$ cat src/rtl/instr_fetch_unit.sv
// Fetch stage: PC, 1-cycle-latency instruction memory read, instruction register with valid/ready.
// Handshake to next instr_valid is 3 cycles; without instr_ready the word is held and no new fetch issues.
module instr_fetch_unit #(
  parameter int unsigned           ADDR_WIDTH = 16,
  parameter logic [ADDR_WIDTH-1:0] RESET_PC   = '0
) (
  input  logic                  clk,
  input  logic                  reset,
  input  logic                  enable,
  output logic [ADDR_WIDTH-1:0] mem_addr,
  output logic                  mem_rd_en,
  input  logic [15:0]           mem_rdata,
  output logic [15:0]           instr,
  output logic [ADDR_WIDTH-1:0] instr_pc,
  output logic                  instr_valid,
  input  logic                  instr_ready,
  input  logic                  pc_load,
  input  logic [ADDR_WIDTH-1:0] pc_load_addr,
  output logic [ADDR_WIDTH-1:0] pc,
  output logic [15:0]           fetch_count
);

  localparam logic [1:0] IDLE  = 2'd0;
  localparam logic [1:0] READ  = 2'd1;
  localparam logic [1:0] LATCH = 2'd2;
  localparam logic [1:0] HOLD  = 2'd3;

  logic [1:0]            state_q, state_d;
  logic [ADDR_WIDTH-1:0] pc_q, pc_d;
  logic [ADDR_WIDTH-1:0] instr_pc_q, instr_pc_d;
  logic [15:0]           instr_q, instr_d;
  logic [15:0]           fetch_count_q, fetch_count_d;
  logic                  handshake;

  assign handshake = (state_q == HOLD) && instr_ready;

  always_comb begin
    state_d       = state_q;
    pc_d          = pc_q;
    instr_d       = instr_q;
    instr_pc_d    = instr_pc_q;
    fetch_count_d = fetch_count_q;

    case (state_q)
      IDLE:  if (enable) state_d = READ;
      READ:  state_d = LATCH;
      LATCH: begin
        instr_d    = mem_rdata;
        instr_pc_d = pc_q;
        pc_d       = pc_q + ADDR_WIDTH'(1);
        state_d    = HOLD;
      end
      HOLD: begin
        if (handshake) begin
          fetch_count_d = fetch_count_q + 16'd1;
          state_d       = enable ? READ : IDLE;
        end
      end
      default: state_d = IDLE;
    endcase

    // A redirect discards any word in flight and refetches from the target;
    // a handshake in the same HOLD cycle still counts as delivered.
    if (pc_load) begin
      pc_d       = pc_load_addr;
      instr_d    = instr_q;
      instr_pc_d = instr_pc_q;
      if (state_q != IDLE) state_d = READ;
    end
  end

  always_ff @(posedge clk or negedge reset) begin
    if (!reset) begin
      state_q       <= IDLE;
      pc_q          <= RESET_PC;
      instr_q       <= 16'h0000;
      instr_pc_q    <= RESET_PC;
      fetch_count_q <= 16'h0000;
    end else begin
      state_q       <= state_d;
      pc_q          <= pc_d;
      instr_q       <= instr_d;
      instr_pc_q    <= instr_pc_d;
      fetch_count_q <= fetch_count_d;
    end
  end

  assign mem_addr    = pc_q;
  assign pc          = pc_q;
  assign mem_rd_en   = (state_q == READ);
  assign instr_valid = (state_q == HOLD);
  assign instr       = instr_q;
  assign instr_pc    = instr_pc_q;
  assign fetch_count = fetch_count_q;

endmodule

$ cat config.mk
export PLATFORM = sky130hd
export DESIGN_NAME = instr_fetch_unit
export DESIGN_NICKNAME = d
export VERILOG_FILES = /design/src/rtl/instr_fetch_unit.sv
export SDC_FILE = /design/constraint.sdc
export NUM_CORES = 1
export LEC_CHECK = 0
export CAP_MARGIN = 20
export CORE_MARGIN = 1
export CORE_UTILIZATION = 45
export DETAILED_ROUTE_END_ITERATION = 7
export GPL_ROUTABILITY_DRIVEN = 0
export PLACE_DENSITY = 0.92
export SKIP_CTS_REPAIR_TIMING = 1
export SLEW_MARGIN = 30
export SYNTH_ARGS = -nofsm -noshare
export SYNTH_HDL_FRONTEND = slang
export SYNTH_SLANG_ARGS = --single-unit
$ cat constraint.sdc
create_clock -name clk -period 2.12 [get_ports clk]
set_input_delay 0.318 -clock clk [delete_from_list [all_inputs] [get_ports clk]]
set_output_delay 0.318 -clock clk [all_outputs]
set_load 0.1 [all_outputs]
==> results.toml <==
[setup_path]
r2r_slack_ns = 0.43
crit_arrival_ns = 1.42
rr_startpoint = "state_q[0]"
critPathLaunchType = "flop"
critPathRequiredTime_ns = 1.80
rr_worst_depth = 4
path_max_fanout = 12
end_kind = "output port"
crit_start = "state_q[0]"
r2r_end = "instr_pc[2]"
path_class = "flop to output port"
setup.worst_path.end = "mem_rd_en"

[floorplan]
dieArea_um2 = 7660
row_count = 30
core_um2 = 6940
io_pins = 119
die_w_um = 87.5
die_h_um = 87.5
start_util = 0.474

[synthesis]
syn_area_um2 = 3290
synth_top_cell_by_area = "dfrtp_1"
ys.flop_type = "dfrtp_1"
synth-edff-count = 0
syn_inst = 258
yosys.cell_count.top_type = "dfrtp_1"
synth.top_cell.area_share = 0.502
yosysUniqueCellTypes = 40
syn_area_per_cell_um2 = 12.8
yosys_warnings = 0
async_flop_share = 1.00
ys_ff_latch = 66
ys_seq_area_frac = 0.502
ys_top_cells_by_count = "66 x dfrtp_1, 30 x mux2_4, 20 x nand2_1, 20 x xnor2_1, 16 x buf_4"
synth_nets = 297
synth.area.top_cells = "dfrtp_1 50%, mux2_4 14%, xnor2_1 5.3%, buf_4 3.7%, nand2_1 2.3%"

[clock_tree]
cts.reportedPaths.clkPinSlew_ns = 0.07
worstSkewPairLatency_ns = 0.33
cts_tree = "built"
cts-root-buf = "clkbuf_8"
cts_num_sinks = 66
cts_made_buffers = 9
clockBufferDepth = 2
cts.htree.levels = 3

[sta]
tightest_slew_ns = 0.568
setup_viol = 0
max_freq_mhz = 576
setup_tns_ns = 0
skew_ns = 0.00796
rsz0062_at_grt = "no"
relSlewSlack = 0.621
slew_viol_final = 0
hold_viol = 0
finalCritPeriodShare = 0.819
min_period_ns = 1.74

[global_routing]
grt_pass1_wl_um = 11100
met3_usage = 0.0512
antenna_found_initial = 0
grt.total_usage = 0.190
overflow = 0
grt_max_degree = 43
grtUsageMet1 = 0.248
busiest_layer = "met2"
grt_util_met2 = 0.308
first_global_vias = 2315

[run]
cap_violations = 0

[cells_and_area]
drive_gt1_frac = 0.416
synthToLayoutAreaGrowth_pct = 34.1
fin_area_um2 = 4410
fin_nets = 404
diodes = 0
fillers = 550

[route]
drtAntennaViolNets = 0
drt_pass1_iterations = 4
drt-total-wl_um = 7010
drt_iter0_drc = 109
num_vias = 2273
wl_per_cell_um = 15.0
drc = 0
vias_per_cell = 4.88

[placement]
port_buffers = 118
hpwl_um = 5130
placed_cell_area_um2 = 4230

[status]
status = "finished clean"

[min_path]
hold_class = "flop to flop"
[through the flow]
step | instances | hold slack, ns | setup WS, ns | utilization
after floorplan | 258 | 0.0224 | 0.00182 | -
after global placement | 449 | 0.336 | 0.339 | 0.609
after detailed placement | 449 | 0.344 | 0.291 | 0.609
after CTS | 465 | -0.0215 | 0.357 | 0.634
after global routing | 466 | 0.497 | 0.288 | 0.635
final | 466 | 0.472 | 0.385 | 0.635
[registers in the layout (all words and copies together) (netlist names)]
name,cells
fetch_count,16
instr,16
instr_pc,16
mem_addr,16
state_q,2
[worst min path at each step]
stage | slack [ns] | cells past startpoint | start | to
after floorplan | 0.02 | 0 | reset | fetch_count[0]
after global routing | 0.50 | 1 | fetch_count[15] | fetch_count[15]
final | 0.47 | 1 | fetch_count[15] | fetch_count[15]
after detailed placement | 0.34 | 1 | reset | instr_pc[13]
after global placement | 0.34 | 1 | reset | instr_pc[12]
after CTS | -0.02 | 1 | reset | instr_pc[3]
[cells in the final DEF (no fill, tap or decap), drive strengths merged, types with 3 or more instances in the layout]
cell,netlist,final
and3,3,3
buf,24,87
clkbuf,3,11
clkdlybuf4s50,0,35
clkinv,0,3
dfrtp,66,66
inv,6,6
mux2,33,33
nand2,20,20
nand3,9,9
nand4,12,12
nor2,9,9
nor2b,4,4
nor3,6,6
nor4,7,7
o21ai,14,14
xnor2,20,20
xor2,7,7
[routing by layer]
layer | vias to the layer above | routed length, µm
met5 | - | 0
met4 | 0 | 72
met3 | 8 | 332
met2 | 74 | 3560
met1 | 1099 | 3040
li1 | 1092 | -
[layout make-up]
class	count	area, µm²	share of cell area
clock buffer	11	141	0.0320
multi-input combinational	159	1380	0.314
inverter	6	22.5	0.00510
tap	96	120	0.0272
timing repair buffer	123	1060	0.240
sequential	66	1650	0.375
clock inverter	5	30.0	0.00680
[critical path: stages, from the launching register on]
cell	delay [ns]
dfrtp_1	0.62
nor2b_2	0.28
buf_12	0.19
[kinds of logic (layout without fill, tap and decap cells)]
kind of cell | count (synthesis) | count (layout) | synth area share
compound gates | 20 | 20 | 0.0350
simple gates | 75 | 75 | 0.152
mux | 35 | 35 | 0.153
xor+xnor | 27 | 27 | 0.0719
fa+ha+maj | 2 | 2 | 0.00760
buf+inv | 33 | 145 | 0.0783
flops | 66 | 66 | 0.502
Power is not shown: default switching activity piles up to over one toggle a cycle in this logic, so the estimate is an artifact.
==> patch (config.mk and constraints unchanged) <==
`ADDR_WIDTH`: 16 -> 17.
--- a/src/rtl/instr_fetch_unit.sv
+++ b/src/rtl/instr_fetch_unit.sv
@@ -2,5 +2,5 @@
 // Handshake to next instr_valid is 3 cycles; without instr_ready the word is held and no new fetch issues.
 module instr_fetch_unit #(
-  parameter int unsigned           ADDR_WIDTH = 16,
+  parameter int unsigned           ADDR_WIDTH = 17,
   parameter logic [ADDR_WIDTH-1:0] RESET_PC   = '0
 ) (
Ports: changed (resized instr_pc, mem_addr, pc and pc_load_addr); port bits go from 119 to 123. No check against the original RTL was run, so the function may have changed too.
==> patch against the unedited design <==
Die area decreased by 1.5%; critical path type is now flip-flop to flip-flop; area after synthesis decreased by 1.5%; cell area increased by 2.0%; wire length decreased by 2.1%; worst setup slack improved by 61 ps; sequential cell count increased by 2.
Power is left out: the tool's default activity adds up to more than one toggle a clock period on the data nets, which glitch-free logic cannot reach.
==> patch: results (changes against the unedited design) <==
* Fmax at 597 MHz (+3.6%)
* DR iter-0 viols at 75 (-31%)
* Critical path origin: mem_addr[0]$_DFFE_PN0P_
* Grt met2 use at 34.1% (+3.3 points)
* Worst-margin pin slew at 396 ps (-172 ps)
* Reg-to-reg slack, setup at 450 ps (+20 ps)
* Nets at 418 (+3.5%)
* Vias in the first global route at 2356 (+1.8%)
* Leading post-synthesis cells by cell area: dfrtp_1 (52%), mux2_2 (12%), xnor2_1 (4.9%), buf_4 (4.4%), nand2_1 (3.1%)
* Pin count of the biggest net entering global routing at 69 (+60%)
* Crit-path max cell delay at 430 ps (-190 ps)
* Via count at 2397 (+5.5%)
* Min-delay worst type: input pin to async pin
* Routed wl met3 at 409 um (+23%)
* Worst Path Max Fanout at 6 (-6)
* Worst Reg-to-Reg Cells at 5 (+1)
* Worst setup path end: mem_addr[12]$_DFFE_PN0P_
* Part of the Yosys area used for sequential elements at 52.5% (+2.3 points)
* Finished Layout Cells at 479 (+2.8%)
* Outcome: complete, no violations
* Port Buffers at 122 (+3.4%)
* First-pass GRT wire length at 11300 um (+1.6%)
* Crit path depth at 5 (+3)
* Critical path arrival at 1900 ps (+480 ps)
* Layout Skew at 10.0 ps (+2.06 ps)
* Met3 usage at 4.93% (-0.19 points)
* Layout filler cell count at 541 (-1.6%)
* M1 wire length at 2840 um (-6.5%)
-- patch: cell count changes in the layout (fill, tap and decap cells not counted), sizes merged, moves of 2 or more --
| cell | before | now |
|---|---|---|
| buf | 87 | 90 |
| nand4 | 12 | 8 |
| nand2 | 20 | 27 |
| xor2 | 7 | 10 |
| nor3 | 6 | 8 |
| dfrtp | 66 | 68 |
| nor3b | 0 | 2 |
| inv | 6 | 1 |
| bufinv | 0 | 2 |
| xnor2 | 20 | 18 |
| a22oi | 0 | 2 |
-- patch: worst min-delay path by stage --
stage	slack [ps]	from	end
floorplan	20	reset	fetch_count[0]$_DFFE_PN0P_
CTS	100	reset	instr_pc[9]$_DFFE_PN0P_
finish	440	reset	instr_pc[8]$_DFFE_PN0P_
detailed placement	480	reset	instr_pc[9]$_DFFE_PN0P_
global placement	470	reset	instr_pc[9]$_DFFE_PN0P_
global route	470	reset	instr_pc[8]$_DFFE_PN0P_
-- patch: layout make-up --
cell class	count	share of cell area, %
sequential	68	38.0
clock inverter	6	1.97
inverter	1	0.0834
tap	96	2.67
timing repair buffer	127	24.3
clock buffer	10	2.83
multi-input combinational	171	30.1
-- patch: kinds of logic (layout without fill, tap and decap cells) --
kind of cell | Yosys count | count (layout) | synth area share (%)
AND/OR/NAND/NOR | 86 | 86 | 17.3
flip-flops | 68 | 68 | 52.5
multiplexers | 37 | 37 | 12.7
buffers and inverters | 29 | 144 | 5.98
XOR/XNOR | 28 | 28 | 7.56
AO/OA/AOI/OAI | 18 | 18 | 3.20
adder cells (fa/ha/maj) | 2 | 2 | 0.772
-- patch: metrics by stage --
step / cell area [sq um] / util, %
after floorplan: 3250 / -
after global placement: 4260 / 61.9
after detailed placement: 4260 / 61.9
after CTS: 4470 / 65.1
after global routing: 4500 / 65.5
final: 4500 / 65.5
